===== src/rtl/mips_pkg.sv =====
// Shared definitions for the instruction fetch stage.
package mips_pkg;

  typedef enum logic {
    RUN     = 1'b0,
    DISCARD = 1'b1
  } fetch_state_e;

  localparam logic [31:0] PC_INCR          = 32'd4;
  localparam logic [31:0] RESET_PC_DEFAULT = 32'h0000_0000;

  function automatic logic [31:0] align_pc(input logic [31:0] pc);
    return {pc[31:2], 2'b00};
  endfunction

endpackage


===== src/rtl/fetch_fifo.sv =====
// Prefetch buffer: synchronous FIFO of {pc, instr} pairs with flush.
module fetch_fifo #(
  parameter  int DEPTH = 2,
  localparam int AW    = $clog2(DEPTH),
  localparam int CW    = AW + 1
) (
  input  logic          clk,
  input  logic          rst,
  input  logic          push,
  input  logic          pop,
  input  logic          flush,
  input  logic [63:0]   wdata_i,
  output logic [63:0]   rdata_o,
  output logic          empty,
  output logic          full,
  output logic [CW-1:0] count
);

  localparam logic [AW-1:0] PTR_MASK = '1;

  logic [63:0]   mem_q [DEPTH];
  logic [AW-1:0] rd_ptr_q, wr_ptr_q;
  logic [CW-1:0] count_q;
  logic          do_push, do_pop;

  assign empty   = (count_q == '0);
  assign full    = (count_q == CW'(DEPTH));
  assign count   = count_q;
  assign rdata_o = mem_q[rd_ptr_q];
  assign do_push = push & ~flush;
  assign do_pop  = pop & ~empty & ~flush;

  always_ff @(posedge clk or posedge rst) begin
    if (rst) begin
      rd_ptr_q <= '0;
      wr_ptr_q <= '0;
      count_q  <= '0;
      for (int i = 0; i < DEPTH; i++) mem_q[i] <= '0;
    end else if (flush) begin
      rd_ptr_q <= '0;
      wr_ptr_q <= '0;
      count_q  <= '0;
    end else begin
      if (do_push) begin
        mem_q[wr_ptr_q] <= wdata_i;
        wr_ptr_q        <= (wr_ptr_q + 1'b1) & PTR_MASK;
      end
      if (do_pop) rd_ptr_q <= (rd_ptr_q + 1'b1) & PTR_MASK;
      count_q <= count_q + CW'(do_push) - CW'(do_pop);
    end
  end

endmodule


===== src/rtl/fetch_unit.sv =====
// Instruction fetch: PC tracking, single-outstanding memory requests,
// prefetch buffering and redirect flush with late-data discard.
module fetch_unit
  import mips_pkg::*;
#(
  parameter int          FIFO_DEPTH = 2,
  parameter logic [31:0] RESET_PC   = RESET_PC_DEFAULT
) (
  input  logic        clk,
  input  logic        rst,
  output logic        mem_req,
  output logic [31:0] mem_addr,
  input  logic        mem_ack,
  input  logic [31:0] mem_rdata,
  output logic        instr_valid,
  output logic [31:0] instr,
  output logic [31:0] instr_pc,
  input  logic        instr_ready,
  input  logic        redirect,
  input  logic [31:0] redirect_pc
);

  localparam int CW = $clog2(FIFO_DEPTH) + 1;

  fetch_state_e  state_q, state_d;
  logic [31:0]   fetch_pc_q, fetch_pc_d;
  logic [31:0]   req_addr_q, req_addr_d;
  logic          out_q, out_d;
  logic          pop, push, issue, ack_acc;
  logic          fifo_empty, fifo_full;
  logic [CW-1:0] fifo_count, occ;
  logic [63:0]   fifo_rdata;

  fetch_fifo #(.DEPTH(FIFO_DEPTH)) u_fifo (
    .clk     (clk),
    .rst     (rst),
    .push    (push),
    .pop     (pop),
    .flush   (redirect),
    .wdata_i ({mem_addr, mem_rdata}),
    .rdata_o (fifo_rdata),
    .empty   (fifo_empty),
    .full    (fifo_full),
    .count   (fifo_count)
  );

  assign instr_valid       = ~fifo_empty;
  assign {instr_pc, instr} = fifo_rdata;

  always_ff @(posedge clk or posedge rst) begin
    if (rst) begin
      state_q    <= RUN;
      fetch_pc_q <= RESET_PC;
      req_addr_q <= RESET_PC;
      out_q      <= 1'b0;
    end else begin
      state_q    <= state_d;
      fetch_pc_q <= fetch_pc_d;
      req_addr_q <= req_addr_d;
      out_q      <= out_d;
    end
  end

  always_comb begin
    pop   = instr_valid & instr_ready & ~redirect;
    occ   = fifo_count - CW'(pop);
    // rst gates issue so the request line drops the instant reset asserts.
    issue = ~rst & ~out_q & ~redirect & (occ < CW'(FIFO_DEPTH));
    mem_req  = out_q | issue;
    // The pending request keeps its own address; fetch_pc may be retargeted under it.
    mem_addr = out_q ? req_addr_q : fetch_pc_q;
    ack_acc  = mem_req & mem_ack;

    state_d    = state_q;
    fetch_pc_d = fetch_pc_q;
    req_addr_d = mem_addr;
    out_d      = mem_req & ~mem_ack;
    push       = 1'b0;

    case (state_q)
      RUN: begin
        if (redirect) begin
          fetch_pc_d = align_pc(redirect_pc);
          if (out_q & ~mem_ack) state_d = DISCARD;
        end else if (ack_acc) begin
          push       = ~fifo_full | pop;
          fetch_pc_d = fetch_pc_q + PC_INCR;
        end
      end
      DISCARD: begin
        if (mem_ack)  state_d    = RUN;
        if (redirect) fetch_pc_d = align_pc(redirect_pc);
      end
      default: state_d = RUN;
    endcase
  end

endmodule


===== config.mk =====
export PLATFORM = sky130hd
export DESIGN_NAME = fetch_unit
export DESIGN_NICKNAME = d
export VERILOG_FILES = /design/src/rtl/mips_pkg.sv /design/src/rtl/fetch_fifo.sv /design/src/rtl/fetch_unit.sv
export SDC_FILE = /design/constraint.sdc
export NUM_CORES = 1
export LEC_CHECK = 0
export ABC_AREA = 0
export CAP_MARGIN = 15
export CORE_MARGIN = 2
export CORE_UTILIZATION = 41
export DETAILED_ROUTE_END_ITERATION = 10
export GPL_TIMING_DRIVEN = 0
export PLACE_DENSITY = 0.68
export SETUP_SLACK_MARGIN = 0.4
export SLEW_MARGIN = 20
export SYNTH_ARGS = -nofsm -noshare
export SYNTH_HDL_FRONTEND = slang
export SYNTH_SLANG_ARGS = --single-unit

===== constraint.sdc =====
create_clock -name clk -period 6.4 [get_ports clk]
set_input_delay 0.64 -clock clk [delete_from_list [all_inputs] [get_ports clk]]
set_output_delay 0.64 -clock clk [all_outputs]
set_load 0.02 [all_outputs]

==> metrics.cfg <==
[power_and_ir_drop]
p_per_area_nw_per_um2 = 390
p_leak_uw = 0.00502
max-vdd-ir-drop_v = 0.000198

[yosys]
synthArstFlopShare = 1.00
ys_seq_area_frac = 0.543
synthCells = 665
yosys_warnings = 0
syn_area_um2 = 9020
synth_top_cell_area_share = 0.543
synth_top_flop_cell = dfrtp_1
synth_edf_count = 0
syn_area_per_cell_um2 = 13.6
yosys.cell_types.count = 48
synth_largest_area_cell = dfrtp_1
synth.net_count = 737
synth_area_leaders = dfrtp_1, mux2_2, mux2_4, a21oi_1, nand2_1
synth_seq_cells = 196

[critical_path]
r2r_start = out_q$_DFF_PP0_
cpMaxStageDelayCell = clkbuf_1
start_kind = flop
reg2reg_depth = 7
reg2reg_to = u_fifo.mem_q[42]$_DFFE_PP0P_
slowest_delay_ns = 0.68
crit_top_cell = clkbuf_1
path_cells = clkbuf_1 > clkbuf_1 > mux2_2 > clkdlybuf4s50_1
end_kind = output port
required_ns = 5.76
crit_fanout = 10
reg2reg_slack_ns = 4.13
arrival_ns = 2.99
critical_path_class = flop to output port

[die]
die_h_um = 152
ios = 167
die-area_um2 = 23200
start_util = 0.416
fp.dieW_um = 152
fp-row-count = 54
design.core.area_um2 = 21700

[min_path]
hp-class = flop to flop
min_from = u_fifo.mem_q[47]$_DFFE_PP0P_
holdPathStages = 1
whs_endpoint = u_fifo.mem_q[47]$_DFFE_PP0P_

[global_route]
antenna_found_initial = 1
track_usage = 0.188
grt_max_degree = 34
grt_pass1_wl_mm = 34.7
grt_pass1_vias = 6314
overflow = 0

[final_layout]
multi_input_area_um2 = 3870
regArea_um2 = 4900
final_core_util = 0.540
instances_no_fill = 1147
drive_gt1_frac = 0.328
nFillCells = 1822
synthToLayoutAreaGrowth_pct = 29.8
final_net_count = 926

[timing]
rsz0062_at_grt = false
setup_slack_ns = 2.77
setup_viol = 0
fin_crit_sh = 0.567
hold_viol = 0
max_slew_margin = 0.394
fin_skew_ns = 0.00902
finalCriticalPeriod_ns = 3.63
drv_slew = 0
worst_pin_slew_ns = 0.909
fmax_mhz = 275

[detailed_routing]
viasPerCell = 5.18
wl_mm = 21.3
drc = 0
vias = 5944
drt_iter0_markers = 387
dr.pass1.iters = 4
ant_nets = 0
wire_per_inst_um = 18.6

[place]
dp_cells = 1115
routabilityCongestion = 0.814
dp_hpwl_mm = 15.0
port_buffers = 163
post-place-ws_ns = 2.54

[cts]
clock-sinks = 196
h-tree-depth = 4
path_clk_slew_ns = 0.07
clock-root-buffer = clkbuf_16
post_cts_buffers = 0
cts-resized-gates = 0
postCtsHoldBufs = 0
insertion_delay_ns = 0.43
cts_tree = built
cts_buffers = 17
cts.path.max_buffers = 2

[run]
cap_violations = 0

[run_status]
outcome = completed

[cell usage in the layout, fill, tap and decap left out, types with 4 or more instances in the layout]
| cell type | synthesis | routed |
|---|---|---|
| a21oi_1 | 21 | 21 |
| a221oi_1 | 6 | 6 |
| a31oi_1 | 6 | 6 |
| and2_1 | 6 | 6 |
| and3_1 | 8 | 8 |
| buf_12 | 0 | 5 |
| buf_2 | 11 | 11 |
| buf_6 | 6 | 6 |
| clkbuf_1 | 23 | 26 |
| clkbuf_16 | 0 | 17 |
| clkbuf_8 | 0 | 4 |
| clkdlybuf4s50_1 | 0 | 163 |
| clkinvlp_4 | 0 | 4 |
| dfrtp_1 | 196 | 196 |
| inv_1 | 9 | 8 |
| mux2_2 | 173 | 173 |
| mux2_4 | 49 | 49 |
| nand2_1 | 26 | 26 |
| nand3_1 | 14 | 14 |
| nand4_1 | 9 | 9 |
| nor2_1 | 25 | 25 |
| nor2b_1 | 4 | 4 |
| nor3_1 | 5 | 5 |
| o21ai_0 | 13 | 13 |
| o22a_1 | 4 | 4 |
| o22ai_1 | 4 | 4 |
| xor2_1 | 4 | 4 |
[critical path: cells and delay by family (launching register included)]
kind     cells  cell delay [ns]
buf+inv      3             1.80
mux          1             0.41
flops        1             0.34
[registers in the layout, indices dropped and copies added, names as in the netlist]
register         count
fetch_pc_q          30
out_q                1
req_addr_q          32
state_q              1
u_fifo.count         2
u_fifo.mem_q       128
u_fifo.rd_ptr_q      1
u_fifo.wr_ptr_q      1
[worst max path at each step]
stage | cells after the start | slack [ns] | from | endpoint
3_3_place_gp | 7 | -1.46 | rst | u_fifo.mem_q[40]$_DFFE_PP0P_
2_1_floorplan | 7 | 1.14 | rst | u_fifo.mem_q[100]$_DFFE_PP0P_
3_5_place_dp | 9 | 2.54 | rst | u_fifo.mem_q[45]$_DFFE_PP0P_
6_report | 4 | 2.77 | u_fifo.rd_ptr_q$_DFFE_PP0P_ | instr[11]
5_1_grt | 4 | 2.61 | u_fifo.rd_ptr_q$_DFFE_PP0P_ | instr_pc[29]
4_1_cts | 4 | 2.67 | u_fifo.rd_ptr_q$_DFFE_PP0P_ | instr_pc[16]
[cell usage after synthesis, drive strengths merged (5+ instances only)]
master,count
clkbuf,23
and3,8
nand3,14
inv,9
nand2,27
nor2,25
o21ai,13
buf,18
a31oi,6
and2,6
a221oi,6
nor3,5
nand4,9
dfrtp,196
mux2,222
a21oi,21
[layout make-up]
| type | count | area share |
|---|---|---|
| Clock buffer | 24 | 0.0420 |
| Inverter | 9 | 0.00321 |
| Multi-Input combinational cell | 419 | 0.330 |
| Sequential cell | 196 | 0.419 |
| Timing Repair Buffer | 170 | 0.153 |
| Antenna cell | 1 | 0.000214 |
| Clock inverter | 7 | 0.00427 |
| Tap cell | 280 | 0.0299 |
| Buffer | 41 | 0.0185 |
[where the power goes]
part | internal (uW) | switching [uW] | total, uW
sequential | 1650 | 211 | 1860
clock | 537 | 457 | 994
combinational | 982 | 730 | 1710
total | 3170 | 1400 | 4570
[layer usage]
layer | part of all wire | up-vias | routed length [um] | GRT usage
met5 | 0 | - | 0 | 0
met4 | 0.016 | 0 | 346 | 0.0623
met3 | 0.044 | 27 | 943 | 0.0412
met2 | 0.47 | 125 | 9990 | 0.294
met1 | 0.47 | 3007 | 10000 | 0.263
li1 | - | 2785 | - | -
[cell families (layout without fill, tap and decap cells)]
| family | count (synthesis) | in the layout | share of synthesized area |
|---|---|---|---|
| muxes | 223 | 223 | 0.298 |
| xor gates and xnor gates | 6 | 6 | 0.00582 |
| buffers and inverters | 50 | 251 | 0.0277 |
| other | 0 | 1 | 0 |
| adders and majority gates | 3 | 3 | 0.00416 |
| and+or+nand+nor | 113 | 113 | 0.0639 |
| DFF | 196 | 196 | 0.543 |
| AOI/OAI and AO/OA | 74 | 74 | 0.0564 |
[metrics by stage]
step,cell area [um2],total power [uW],setup TNS (ns),hold slack [ns]
2_1_floorplan,9030,2920,0,0.470
3_3_place_gp,11000,3550,-202.30,0.480
3_5_place_dp,11200,3600,0,0.487
4_1_cts,11700,4610,0,0.504
5_1_grt,11700,4830,0,0.516
6_report,11700,4570,0,0.499
(Power assumes the default switching activity.)
==> patch (same settings) <==
Set the parameter `FIFO_DEPTH` to 1 (it was 2).
--- a/src/rtl/fetch_unit.sv
+++ b/src/rtl/fetch_unit.sv
@@ -4,5 +4,5 @@
   import mips_pkg::*;
 #(
-  parameter int          FIFO_DEPTH = 2,
+  parameter int          FIFO_DEPTH = 1,
   parameter logic [31:0] RESET_PC   = RESET_PC_DEFAULT
 ) (
Check against the original RTL: not equivalent (Yosys sat finds a counterexample within 4 cycles, from zero or initial values and one cycle with rst high).
==> patch against the original RTL <==
- global-route usage increased by 2.3 points
- synthesized area decreased by 37%
- clock skew increased by 0.86 ps
- setup slack got worse by 310 ps
- count of clock-buffer cells in the layout decreased by 1
- cell area decreased by 30%
- via count decreased by 26%
- sequential cell count decreased by 65
- total power decreased by 29%
- wire length decreased by 30%
- register-to-register slack got worse by 570 ps
==> patch: results (changes against the original RTL) <==
status:
  status: "completed"  # unchanged
routing:
  wl_met1_um: 6230  # was 10000 µm
  drtIter0Drc: 176  # was 387
  dr_wl_met3_um: 1310  # was 943 µm
  drt-pass1-iter-count: 5  # was 4
critical_path:
  r2r-end: "u_fifo.mem_q[7]"  # was u_fifo.mem_q[42]
  cpPeakStageDelay_ps: 630  # was 680 ps
  r2r_cells: 8  # was 7
  r2r_slack_ps: 3560  # was 4130 ps
  critPathLaunch: "redirect"  # was u_fifo.rd_ptr_q
logic_synthesis:
  synth_compound_area_frac: 0.0690  # was 0.0564
  synth_area_leaders: "dfrtp_1 57%, mux2_2 18%, nand2_1 2.1%, o21ai_0 1.8%, xor2_1 1.5%"  # was dfrtp_1 54%, mux2_2 22%, mux2_4 8.2%, a21oi_1 1.2%, nand2_1 1.1%
  ys_seq_area_frac: 0.574  # was 0.543
  avgSynthCellArea_um2: 12.5  # was 13.6 µm²
power:
  p_leak_nw: 3.40  # was 5.02 nW
global_route:
  grt_pass1_vias: 4637  # was 6314
  use_met1: 0.260  # was 0.263
  grt_pass1_wl_um: 23900  # was 34700 µm
sta:
  finalClockSkew_ps: 9.88  # was 9.02 ps
  tightest_slew_ps: 1040  # was 909 ps
worst_hold_path:
  hold_end: "u_fifo.wr_ptr_q[0]"  # was u_fifo.mem_q[47]
layout:
  fill_cells: 1134  # was 1822
  finalNetCount: 712  # was 926
  final_layout_size_suffix_gt1_frac: 0.218  # was 0.328
placed_design:
  placed_cell_area_um2: 7610  # was 11200 µm²
  detailed_place_hpwl_um: 10600  # was 15000 µm
[patch: changes by cell type in the layout (fill, tap and decap cells not counted), moves of 7 or more]
cell,delta
o21ai_0,+8
and3_1,-7
nor2_1,-10
dfrtp_1,-65
mux2_4,-49
clkbuf_1,-15
mux2_2,-84
a21oi_1,-10
[patch: report_power, final]
part	switching [W]	total, W	internal, W
Sequential	0.000129	0.00119	0.00106
Clock	0.000349	0.000930	0.000581
Combinational	0.000524	0.00111	0.000582
[patch: area by class of cell]
type,instances,area share
buffer,23,0.0122
clock buffer,23,0.0609
clock inverter,9,0.00948
inverter,11,0.00596
multi-input combinational,291,0.280
sequential,131,0.401
tap,180,0.0275
timing repair buffer,164,0.203
[patch: worst max-delay path, delay by kind of cell]
family                   cells  cell delay (ps)
adder cells (fa/ha/maj)      1              130
buffers and inverters        4             1760
AND/OR/NAND/NOR              3              760
